--- src/rtl/if_fetch_unit.sv ---
// Instruction fetch front end. Keeps at most one memory request outstanding and
// buffers one instruction word for decode; redirects drain an in-flight request.
module if_fetch_unit #(
    parameter logic [31:0] RESET_PC = 32'h00000060
) (
    input  logic        clk,
    input  logic        rst_n,
    input  logic        ID_pc_mux_sel,
    input  logic [31:0] ID_jmp_pc,
    input  logic        flush,
    input  logic        stall,
    output logic        imem_read,
    output logic [31:0] imem_address,
    input  logic        imem_resp,
    input  logic [31:0] imem_rdata,
    output logic [31:0] IF_pc,
    output logic [31:0] IF_instr,
    output logic        IF_valid
);

    typedef enum logic [1:0] {
        FETCH = 2'd0,
        WAIT  = 2'd1,
        DROP  = 2'd2,
        HOLD  = 2'd3
    } state_t;

    state_t      state_r;
    logic [31:0] pc_r;
    logic [31:0] req_addr_r;
    logic [31:0] if_pc_r;
    logic [31:0] if_instr_r;
    logic        if_valid_r;

    logic        blocked_s;
    logic        req_s;
    logic        resp_s;
    logic        clear_s;
    logic [31:0] target_s;
    logic [31:0] pc_inc_s;

    assign IF_pc    = if_pc_r;
    assign IF_instr = if_instr_r;
    assign IF_valid = if_valid_r;

    // Request decode: FETCH stands down while the single buffer entry is stuck.
    always_comb begin
        blocked_s = if_valid_r && stall;
        target_s  = ID_jmp_pc & 32'hFFFF_FFFC;
        pc_inc_s  = pc_r + 32'd4;
        clear_s   = ID_pc_mux_sel || flush || (if_valid_r && !stall);
        case (state_r)
            FETCH:   req_s = !blocked_s;
            WAIT:    req_s = 1'b1;
            DROP:    req_s = 1'b1;
            HOLD:    req_s = 1'b0;
            default: req_s = 1'b0;
        endcase
        resp_s = req_s && imem_resp;
        if (!rst_n) begin
            imem_read    = 1'b0;
            imem_address = 32'h0000_0000;
        end else begin
            imem_read    = req_s;
            imem_address = (state_r == FETCH) ? pc_r : req_addr_r;
        end
    end

    // Fetch FSM, PC and the decode-facing instruction register.
    always_ff @(posedge clk or negedge rst_n) begin
        if (!rst_n) begin
            state_r    <= FETCH;
            pc_r       <= RESET_PC;
            req_addr_r <= 32'h0000_0000;
            if_pc_r    <= 32'h0000_0000;
            if_instr_r <= 32'h0000_0000;
            if_valid_r <= 1'b0;
        end else begin
            case (state_r)
                FETCH, WAIT: begin
                    if (!req_s) begin
                        if (ID_pc_mux_sel) pc_r <= target_s;
                        if (clear_s) if_valid_r <= 1'b0;
                        state_r <= (ID_pc_mux_sel || flush) ? FETCH : HOLD;
                    end else if (resp_s) begin
                        if (ID_pc_mux_sel) begin
                            pc_r       <= target_s;
                            if_valid_r <= 1'b0;
                            state_r    <= FETCH;
                        end else begin
                            if_pc_r    <= pc_r;
                            if_instr_r <= imem_rdata;
                            if_valid_r <= 1'b1;
                            pc_r       <= pc_inc_s;
                            state_r    <= stall ? HOLD : FETCH;
                        end
                    end else begin
                        if (state_r == FETCH) req_addr_r <= pc_r;
                        if (clear_s) if_valid_r <= 1'b0;
                        if (ID_pc_mux_sel) begin
                            pc_r    <= target_s;
                            state_r <= DROP;
                        end else begin
                            state_r <= WAIT;
                        end
                    end
                end
                DROP: begin
                    // The stale response is consumed and thrown away here.
                    if (ID_pc_mux_sel) pc_r <= target_s;
                    if (clear_s) if_valid_r <= 1'b0;
                    if (imem_resp) state_r <= FETCH;
                end
                HOLD: begin
                    if (ID_pc_mux_sel) pc_r <= target_s;
                    if (ID_pc_mux_sel || flush || !stall) begin
                        if_valid_r <= 1'b0;
                        state_r    <= FETCH;
                    end
                end
                default: begin
                    state_r <= FETCH;
                end
            endcase
        end
    end

endmodule
--- config.mk ---
export PLATFORM = sky130hd
export DESIGN_NAME = if_fetch_unit
export DESIGN_NICKNAME = d
export VERILOG_FILES = /design/src/rtl/if_fetch_unit.sv
export SDC_FILE = /design/constraint.sdc
export NUM_CORES = 1
export LEC_CHECK = 0
export BUFFER_PORTS_ARGS = -buffer_cell sky130_fd_sc_hd__buf_2
export CORE_MARGIN = 1
export CORE_UTILIZATION = 57
export DETAILED_ROUTE_END_ITERATION = 8
export HOLD_SLACK_MARGIN = 0.06
export PLACE_DENSITY = 0.83
export SLEW_MARGIN = 20
export SYNTH_ARGS = -nofsm -noshare
export SYNTH_HDL_FRONTEND = slang
export SYNTH_SLANG_ARGS = --single-unit
--- constraint.sdc ---
create_clock -name clk -period 5.5 [get_ports clk]
set_clock_uncertainty 0.1 [all_clocks]
set_input_delay 0.275 -clock clk [delete_from_list [all_inputs] [get_ports clk]]
set_output_delay 0.275 -clock clk [all_outputs]
set_load 0.01 [all_outputs]
==> key figures, run 1 <==
Synth
  – Async SR Flop Fraction: 100.0%
  – Syn Area/Cell: 11.77 sq um
  – Syn Std Cell Area: about 0.0064 sq mm
  – Synth area leaders: dfrtp_1 50%, mux2_1 11%, mux2_2 6.3%
  – Seq/Total Area, Yosys: around half
  – Mapped Nets: 620
  – Synth Flop Type: dfrtp_1
  – Netlist cell types: 48
  – Synthesis Warnings: 0
  – Synth top area share: 50.32%
  – Largest area contributor in the netlist: dfrtp_1
  – Number of synthesized flops with an enable pin: 0
  – Syn Inst Count: between 500 and 600
  – Synth Register Bits: 131

Clocking
  – Clock tree buffer depth: 2
  – Reg clk slew, reported paths: 0.06 ns
  – Clk_lat worst skew: between 0.5 and 0.6 ns
  – Root buffer cell: clkbuf_8
  – Clock sink count: between 100 and 150
  – TritonCTS Buffers: 17
  – CTS Hold Bufs: 65
  – Post-CTS Setup Bufs: 0
  – CTS resizes: 0
  – H-tree depth: 4
  – CTS tree: yes

Global route
  – Largest net degree at the start of global routing: 68
  – Total track usage: a little under a third
  – Initial antenna violation count: 0
  – First-pass GRT wire length: approximately 27 mm
  – Vias in the first global route: 5,447
  – Global route overflow: 0

Setup path
  – Crit path required time: between 5 and 6 ns
  – Crit path kind: reg2reg
  – Worst-path fanout max: 64
  – Crit. End Element: register
  – CP arrival: around 3.6 ns
  – Worst setup SP type: register

Die
  – Chip width: ~110 um
  – Core area: between 0.01 and 0.015 sq mm
  – Die height: around 110 um
  – Effective utilization at floorplan: ~60%
  – Die area: about 0.012 sq mm
  – Row Count: 38
  – Io pins: 168

STA
  – Final Hold Fails: 0
  – Tmin final: 3.261 ns
  – Max_slew headroom: around 36%
  – Fin crit share: 59.30%
  – Setup violators final: 0
  – Worst slew pin tran: between 0.9 and 1 ns
  – RSZ-0062 raised after global routing: false
  – Pins Over Slew Limit: 0
  – Final setup margin: 2.239 ns
  – Fmax: just over 300 MHz
  – Fin Setup TNS: 0 ns

Placement
  – Pre-CTS setup slack: between 2 and 2.5 ns
  – Port bufs: about 170
  – RePlAce Congestion: around 0.8
  – Dpl cells: roughly 800
  – Post-DP HPWL: 9.987 mm

Final layout
  – Diodes inserted: 0
  – Util after Layout: between 70% and 80%
  – Area grow syn2layout: 31.81%
  – Layout Cells excl Fill: between 900 and 1,000
  – Fraction of layout cells with a size suffix above 1: ~32%
  – Final net count: 836
  – Commonest non-fill, non-tap cell in the layout: buf_2
  – Commonest non-fill, non-tap cells in the layout: 164 x buf_2, 129 x dfrtp_1, 65 x dlygate4sd3_1, 60 x mux2_1, 51 x nor2_1

Power
  – Seq pwr share: ~38%
  – Comb pwr share: a little over a third
  – Int Pwr: 2.710 mW
  – Switch share: a little over a third
  – Clock power share: between 20% and 30%
  – Final Power: 4.158 mW
  – Psw: 1.448 mW
  – PD cells: between 400 and 500 mW/mm^2
  – Leakage: between 3 and 4 nW
  – VDD IR max: 0.2575 mV

Flow run
  – Max_cap viols: 0

Drt
  – Post-route DRC: 0
  – Per-cell routed wire length: between 15 and 20 um
  – Routed Antenna Nets: 0
  – Vias per std cell: between 5 and 6
  – Via count: between 5,000 and 6,000
  – Drt first pass iters: 5
  – WL final: ~17 mm
  – Starting DRT DRC Count: between 300 and 400

Run status
  – Status: complete, no violations

Worst hold path
  – Worst Hold Class: in2reg
-- power by group through the flow --
stage	sequential, mW	combinational (mW)	clock (mW)
5_1_grt	1.61	1.64	1.12
6_report	1.57	1.52	1.07
2_1_floorplan	1.63	0.867	0
3_3_place_gp	1.53	1.39	0
4_1_cts	1.55	1.50	1.08
3_5_place_dp	1.56	1.45	0
-- state kept, by name (all words and copies together), names as in the netlist --
signal / count
IF_pc: 32
state_r: 2
req_addr_r: 32
pc_r: 32
IF_valid: 1
IF_instr: 32
-- final timing paths --
path                        startpoint      endpoint  slack [ns]  cells after the start
setup / recovery            state_r[0]      IF_pc[7]        2.24                      7
hold / removal                   stall    state_r[1]        0.19                      3
setup reg to reg            state_r[0]      IF_pc[7]        2.24                      7
hold reg to reg            IF_instr[5]   IF_instr[5]        0.38                      1
max in group asynchronous        rst_n      pc_r[23]        3.82                      3
min in group asynchronous        rst_n  IF_instr[13]        0.21                      2
-- routing by layer --
layer	vias to the layer above	part of all wire, %	track usage, %
met4	0	2.4	12.43
met3	41	6.1	5.847
li1	2435	-	-
met1	2680	39	36.32
met2	233	53	54.19
met5	-	0	0
-- critical path: stages (launching register included) --
cell and delay, ns:
dfrtp_1 0.42, inv_1 0.10, ha_2 0.54, buf_4 0.48, nor2_1 0.15, nor4_4 0.16
buf_4 0.69, mux2_2 0.42
-- kinds of logic after synthesis --
logic type / Yosys count / synth area share [%]
AND/OR/NAND/NOR: 165 / 14.65
adder cells (fa/ha/maj): 5 / 0.9752
multiplexers: 129 / 22.00
buffers and inverters: 43 / 3.589
XOR/XNOR: 4 / 0.5462
flip-flops: 131 / 51.14
AO/OA/AOI/OAI: 68 / 7.100
-- through the flow --
step / area [sq um] / hold slack, ns
6_report: 8456 / 0.1895
5_1_grt: 8456 / 0.1655
2_1_floorplan: 6415 / -0.1206
3_3_place_gp: 7247 / 0.1944
3_5_place_dp: 7247 / 0.2108
4_1_cts: 8456 / 0.1511
-- synthesized netlist by cell type, types with 3 or more instances --
cell type / number
o21ai_0: 19
nor2b_1: 11
xor2_1: 3
mux2_1: 60
nand3_2: 5
nand3b_1: 3
nor2_1: 51
buf_2: 14
or4_1: 22
nand3_1: 16
a221oi_1: 5
a22o_1: 3
mux2_2: 36
dfrtp_1: 129
buf_6: 6
nand4_1: 11
a21oi_1: 4
a31oi_1: 13
nand2_1: 21
and4_1: 5
clkbuf_1: 14
ha_1: 5
o31ai_1: 8
o211ai_1: 5
inv_1: 6
or3_1: 6
mux2i_1: 33
and3_1: 4
o21a_1: 4
-- layout make-up --
type / count / area [sq um]
well taps: 140 / 175.2
multi-input cells: 371 / 2907
fillers: 683 / 2432
clock buffers: 19 / 421.7
inverters: 6 / 22.52
repair buffers: 234 / 1513
flip-flops and latches: 131 / 3281
clock inverters: 13 / 136.4
No activity file was read; power rests on OpenSTA's default activity.
==> run 2: changes to the inputs <==
--- a/config.mk
+++ b/config.mk
@@ -5,12 +5,13 @@
 export SDC_FILE = /design/constraint.sdc
 export NUM_CORES = 1
 export LEC_CHECK = 0
+export ABC_AREA = 1
 export BUFFER_PORTS_ARGS = -buffer_cell sky130_fd_sc_hd__buf_2
 export CORE_MARGIN = 1
-export CORE_UTILIZATION = 57
+export CORE_UTILIZATION = 48
 export DETAILED_ROUTE_END_ITERATION = 8
 export HOLD_SLACK_MARGIN = 0.06
-export PLACE_DENSITY = 0.83
+export PLACE_DENSITY = 0.74
 export SLEW_MARGIN = 20
 export SYNTH_ARGS = -nofsm -noshare
 export SYNTH_HDL_FRONTEND = slang
==> constraint.sdc (replaced) <==
create_clock -name clk -period 3 [get_ports clk]
set_clock_uncertainty 0.1 [all_clocks]
set_input_delay 0.15 -clock clk [delete_from_list [all_inputs] [get_ports clk]]
set_output_delay 0.15 -clock clk [all_outputs]
set_load 0.01 [all_outputs]
==> run 2 against run 1 <==
Against the previous run:
- flip-flop and latch count stayed put
- first-iteration DRC count grew 42%
- routed wire length is 0.38% higher
- critical path type unchanged
- area after synthesis increased by 2.2%
- sequential power rose by 83%
==> key figures, run 2 <==
Die
  – Core area: 0.01330 sq mm (+22%)
  – Row Count: 42 (+11%)
  – Io pins: 168 (unchanged)
  – Chip width: 118.9 um (+10%)
  – Die area: 0.01414 sq mm (+21%)
  – Die height: 118.9 um (+10%)
  – Effective utilization at floorplan: 49.33% (-9.6 points)

Setup path
  – Slowest CP cell: dlygate4sd3_1
  – Crit. End Element: register
  – Crit path required time: 3.24 ns (-2.56 ns)
  – Worst setup SP type: register
  – Crit path kind: reg2reg
  – Reg2reg start: state_r[0]
  – Reg2Reg Capture Point: IF_valid
  – Critical Path Max Stage Delay: 0.59 ns (-0.10 ns)
  – Family with the most delay on the worst path: buffers and inverters
  – Reg2Reg Depth: 8 (+1)
  – CP Cell Sequence: inv_1 -> ha_1 -> nor2_2 -> nand2_1 -> nor2_2 -> inv_1 -> a31oi_1 -> dlygate4sd3_1
  – Buf/Inv on CP: 3 (unchanged)
  – Worst-path fanout max: 6 (-91%)
  – Flop2flop setup slack: 0.32 ns (-1.92 ns)
  – CP arrival: 2.92 ns (-0.65 ns)

Power
  – Final Power: 8.065 mW (+94%)
  – Psw: 3.271 mW (+130%)
  – Switch share: 40.56% (+5.7 points)
  – VDD IR max: 0.5722 mV (+120%)
  – PD cells: 932.6 mW/mm^2 (+90%)
  – Comb pwr share: 42.5% (+6.0 points)
  – Seq pwr share: 35.7% (-2.0 points)
  – Int Pwr: 4.794 mW (+77%)
  – Leakage: 4.500 nW (+19%)
  – Clock power share: 21.9% (-3.9 points)

Synth
  – Top-count cell post-synth: nand2_1
  – Synth Flop Type: dfrtp_1
  – Seq/Total Area, Yosys: 50.02% (-1.1 points)
  – Post-synthesis mux area share: 0% (-22 points)
  – Syn Area/Cell: 7.716 sq um (-34%)
  – Xor/xnor share of the synthesized area: 0.6677% (+0.12 points)
  – Number of synthesized flops with an enable pin: 0 (unchanged)
  – Mapped Nets: 925 (+49%)
  – Synth Register Bits: 131 (unchanged)
  – Largest area contributor in the netlist: dfrtp_1
  – Combinational family with the most area after synthesis: simple AND/OR/NAND/NOR gates
  – Syn Std Cell Area: 0.006559 sq mm (+2.2%)
  – Compound-Gate Fraction of Synth Area: 13.56% (+6.5 points)
  – Simple-gate share of the synthesized area: 25.72% (+11 points)
  – Async SR Flop Fraction: 100.0% (unchanged)
  – List of most frequent post-synthesis cells: 226 x nand2_1, 129 x dfrtp_1, 101 x inv_1, 90 x nor2_1, 72 x o21ai_0
  – Synthesis Warnings: 0 (unchanged)
  – Synth area leaders: dfrtp_1 49%, nand2_1 13%, inv_1 5.8%
  – Synth top area share: 49.22% (-1.1 points)
  – Syn Inst Count: 850 (+56%)
  – Post-Synth Adder-Cell Area: 0.9538% (-0.021 points)
  – Netlist cell types: 37 (-23%)

Drt
  – Post-route DRC: 0 (unchanged)
  – Per-cell routed wire length: 13.72 um (-27%)
  – Via count: 6,260 (+16%)
  – Routed Antenna Nets: 0 (unchanged)
  – WL final: 17.24 mm (+0.38%)
  – Drt first pass iters: 6 (+1)
  – Starting DRT DRC Count: 433 (+42%)
  – Vias per std cell: 4.980 (-16%)

STA
  – RSZ-0062 raised after global routing: false
  – Max_slew headroom: 34.36% (-1.3 points)
  – Final Hold Fails: 0 (unchanged)
  – Setup violators final: 0 (unchanged)
  – Fin crit share: 89.36% (+30 points)
  – Fin Setup TNS: 0 ns (unchanged)
  – Worst hold slack: 0.1215 ns (-0.06804 ns)
  – Pins Over Slew Limit: 0 (unchanged)
  – Worst slew pin tran: 0.9836 ns (+0.02010 ns)
  – Fmax: 373.0 MHz (+22%)
  – Tmin final: 2.681 ns (-0.5805 ns)
  – Final setup margin: 0.3191 ns (-1.920 ns)

Worst hold path
  – Hold-critical path depth: 4 (+1)
  – Worst Hold Class: in2reg
  – Worst hold endpoint: state_r[1]
  – Hold_sp: imem_resp

Clocking
  – TritonCTS Buffers: 17 (unchanged)
  – CTS resizes: 0 (unchanged)
  – Clock sink count: 131 (unchanged)
  – H-tree depth: 4 (unchanged)
  – CTS tree: yes
  – Post-CTS Setup Bufs: 0 (unchanged)
  – CTS Hold Bufs: 65 (unchanged)
  – Clock tree buffer depth: 2 (unchanged)
  – Reg clk slew, reported paths: 0.05 ns (about the same)
  – Clk_lat worst skew: 0.41 ns (-0.11 ns)
  – Root buffer cell: clkbuf_16

Global route
  – Largest net degree at the start of global routing: 132 (+94%)
  – Initial antenna violation count: 0 (unchanged)
  – Global route overflow: 0 (unchanged)
  – Total track usage: 25.37% (-5.2 points)
  – First-pass GRT wire length: 28.35 mm (+5.5%)
  – Vias in the first global route: 5,811 (+6.7%)

Final layout
  – Commonest non-fill, non-tap cell in the layout: nand2_1
  – Commonest non-fill, non-tap cells in the layout: 226 x nand2_1, 164 x buf_2, 129 x dfrtp_1, 101 x inv_1, 90 x nor2_1
  – Layout Cells excl Fill: 1,257 (+38%)
  – Fraction of layout cells with a size suffix above 1: 19.98% (-12 points)
  – Area grow syn2layout: 31.86% (about the same)
  – Design area: 0.008648 sq mm (+2.3%)
  – Final net count: 1,143 (+37%)
  – Util after Layout: 65.05% (-13 points)
  – Diodes inserted: 0 (unchanged)

Run status
  – Status: complete, no violations

Placement
  – Placed Area: 0.007505 sq mm (+3.6%)
  – Port bufs: 165 (unchanged)
  – Dpl cells: 1,160 (+42%)
  – Post-DP HPWL: 11.19 mm (+12%)
  – RePlAce Congestion: 0.8648 (+8.0%)
  – Pre-CTS setup slack: 0.7033 ns (-1.612 ns)

Flow run
  – Max_cap viols: 0 (unchanged)
## run 2: cell count changes in the layout (fill, tap and decap cells not counted), moves of 22 or more
cell,change
nand3_1,+24
o21ai_0,+53
mux2_2,-36
mux2i_1,-33
o21ai_1,+68
nor2_1,+39
mux2_1,-60
inv_1,+96
or4_1,-22
nand2_1,+205
## run 2: logic make-up (layout without fill, tap and decap cells)
kind of cell	Yosys count	after routing
flops	131	131
compound gates	169	169
fa+ha+maj	5	5
xor+xnor	5	5
buf+inv	143	374
simple gates	397	397
## run 2: worst reg2reg max path, stage by stage, from the launching register on
cell and delay [ns]:
dfrtp_1 0.37, inv_1 0.09, ha_1 0.25, nor2_2 0.32, nand2_1 0.18, nor2_2 0.31
inv_1 0.19, a31oi_1 0.22, dlygate4sd3_1 0.59
## run 2: layout make-up
class | instances | area (sq um)
Clock buffer | 31 | 488.0
Clock inverter | 1 | 5.005
Fill cell | 1152 | 4647
Inverter | 103 | 386.6
Multi-Input combinational cell | 576 | 2693
Sequential cell | 131 | 3281
Tap cell | 176 | 220.2
Timing Repair Buffer | 239 | 1575
## run 2: power groups by stage
stage	Clock [mW]	Combinational (mW)	Sequential, mW
6_report	1.76	3.43	2.88
5_1_grt	1.88	3.88	2.95
4_1_cts	1.80	3.42	2.85
3_5_place_dp	0	3.33	2.87
3_3_place_gp	0	3.28	2.85
2_1_floorplan	0	2.07	3.02
## run 2: worst max path at each step
stage,from,endpoint,slack [ns],cells past startpoint
final,state_r[0],IF_valid,0.32,8
after global routing,state_r[1],IF_valid,0.20,9
after CTS,state_r[1],IF_valid,0.39,9
after detailed placement,state_r[0],req_addr_r[23],0.70,8
after global placement,state_r[0],req_addr_r[28],0.72,8
after floorplan,state_r[0],pc_r[11],1.25,9
## run 2: layer usage
| metal | track usage, % | share of wire [%] | up-vias |
|---|---|---|---|
| met4 | 9.335 | 1.7 | 0 |
| met1 | 35.21 | 47 | 2876 |
| met2 | 39.25 | 45 | 205 |
| met3 | 5.268 | 5.9 | 25 |
| li1 | - | - | 3154 |
| met5 | 0 | 0 | - |
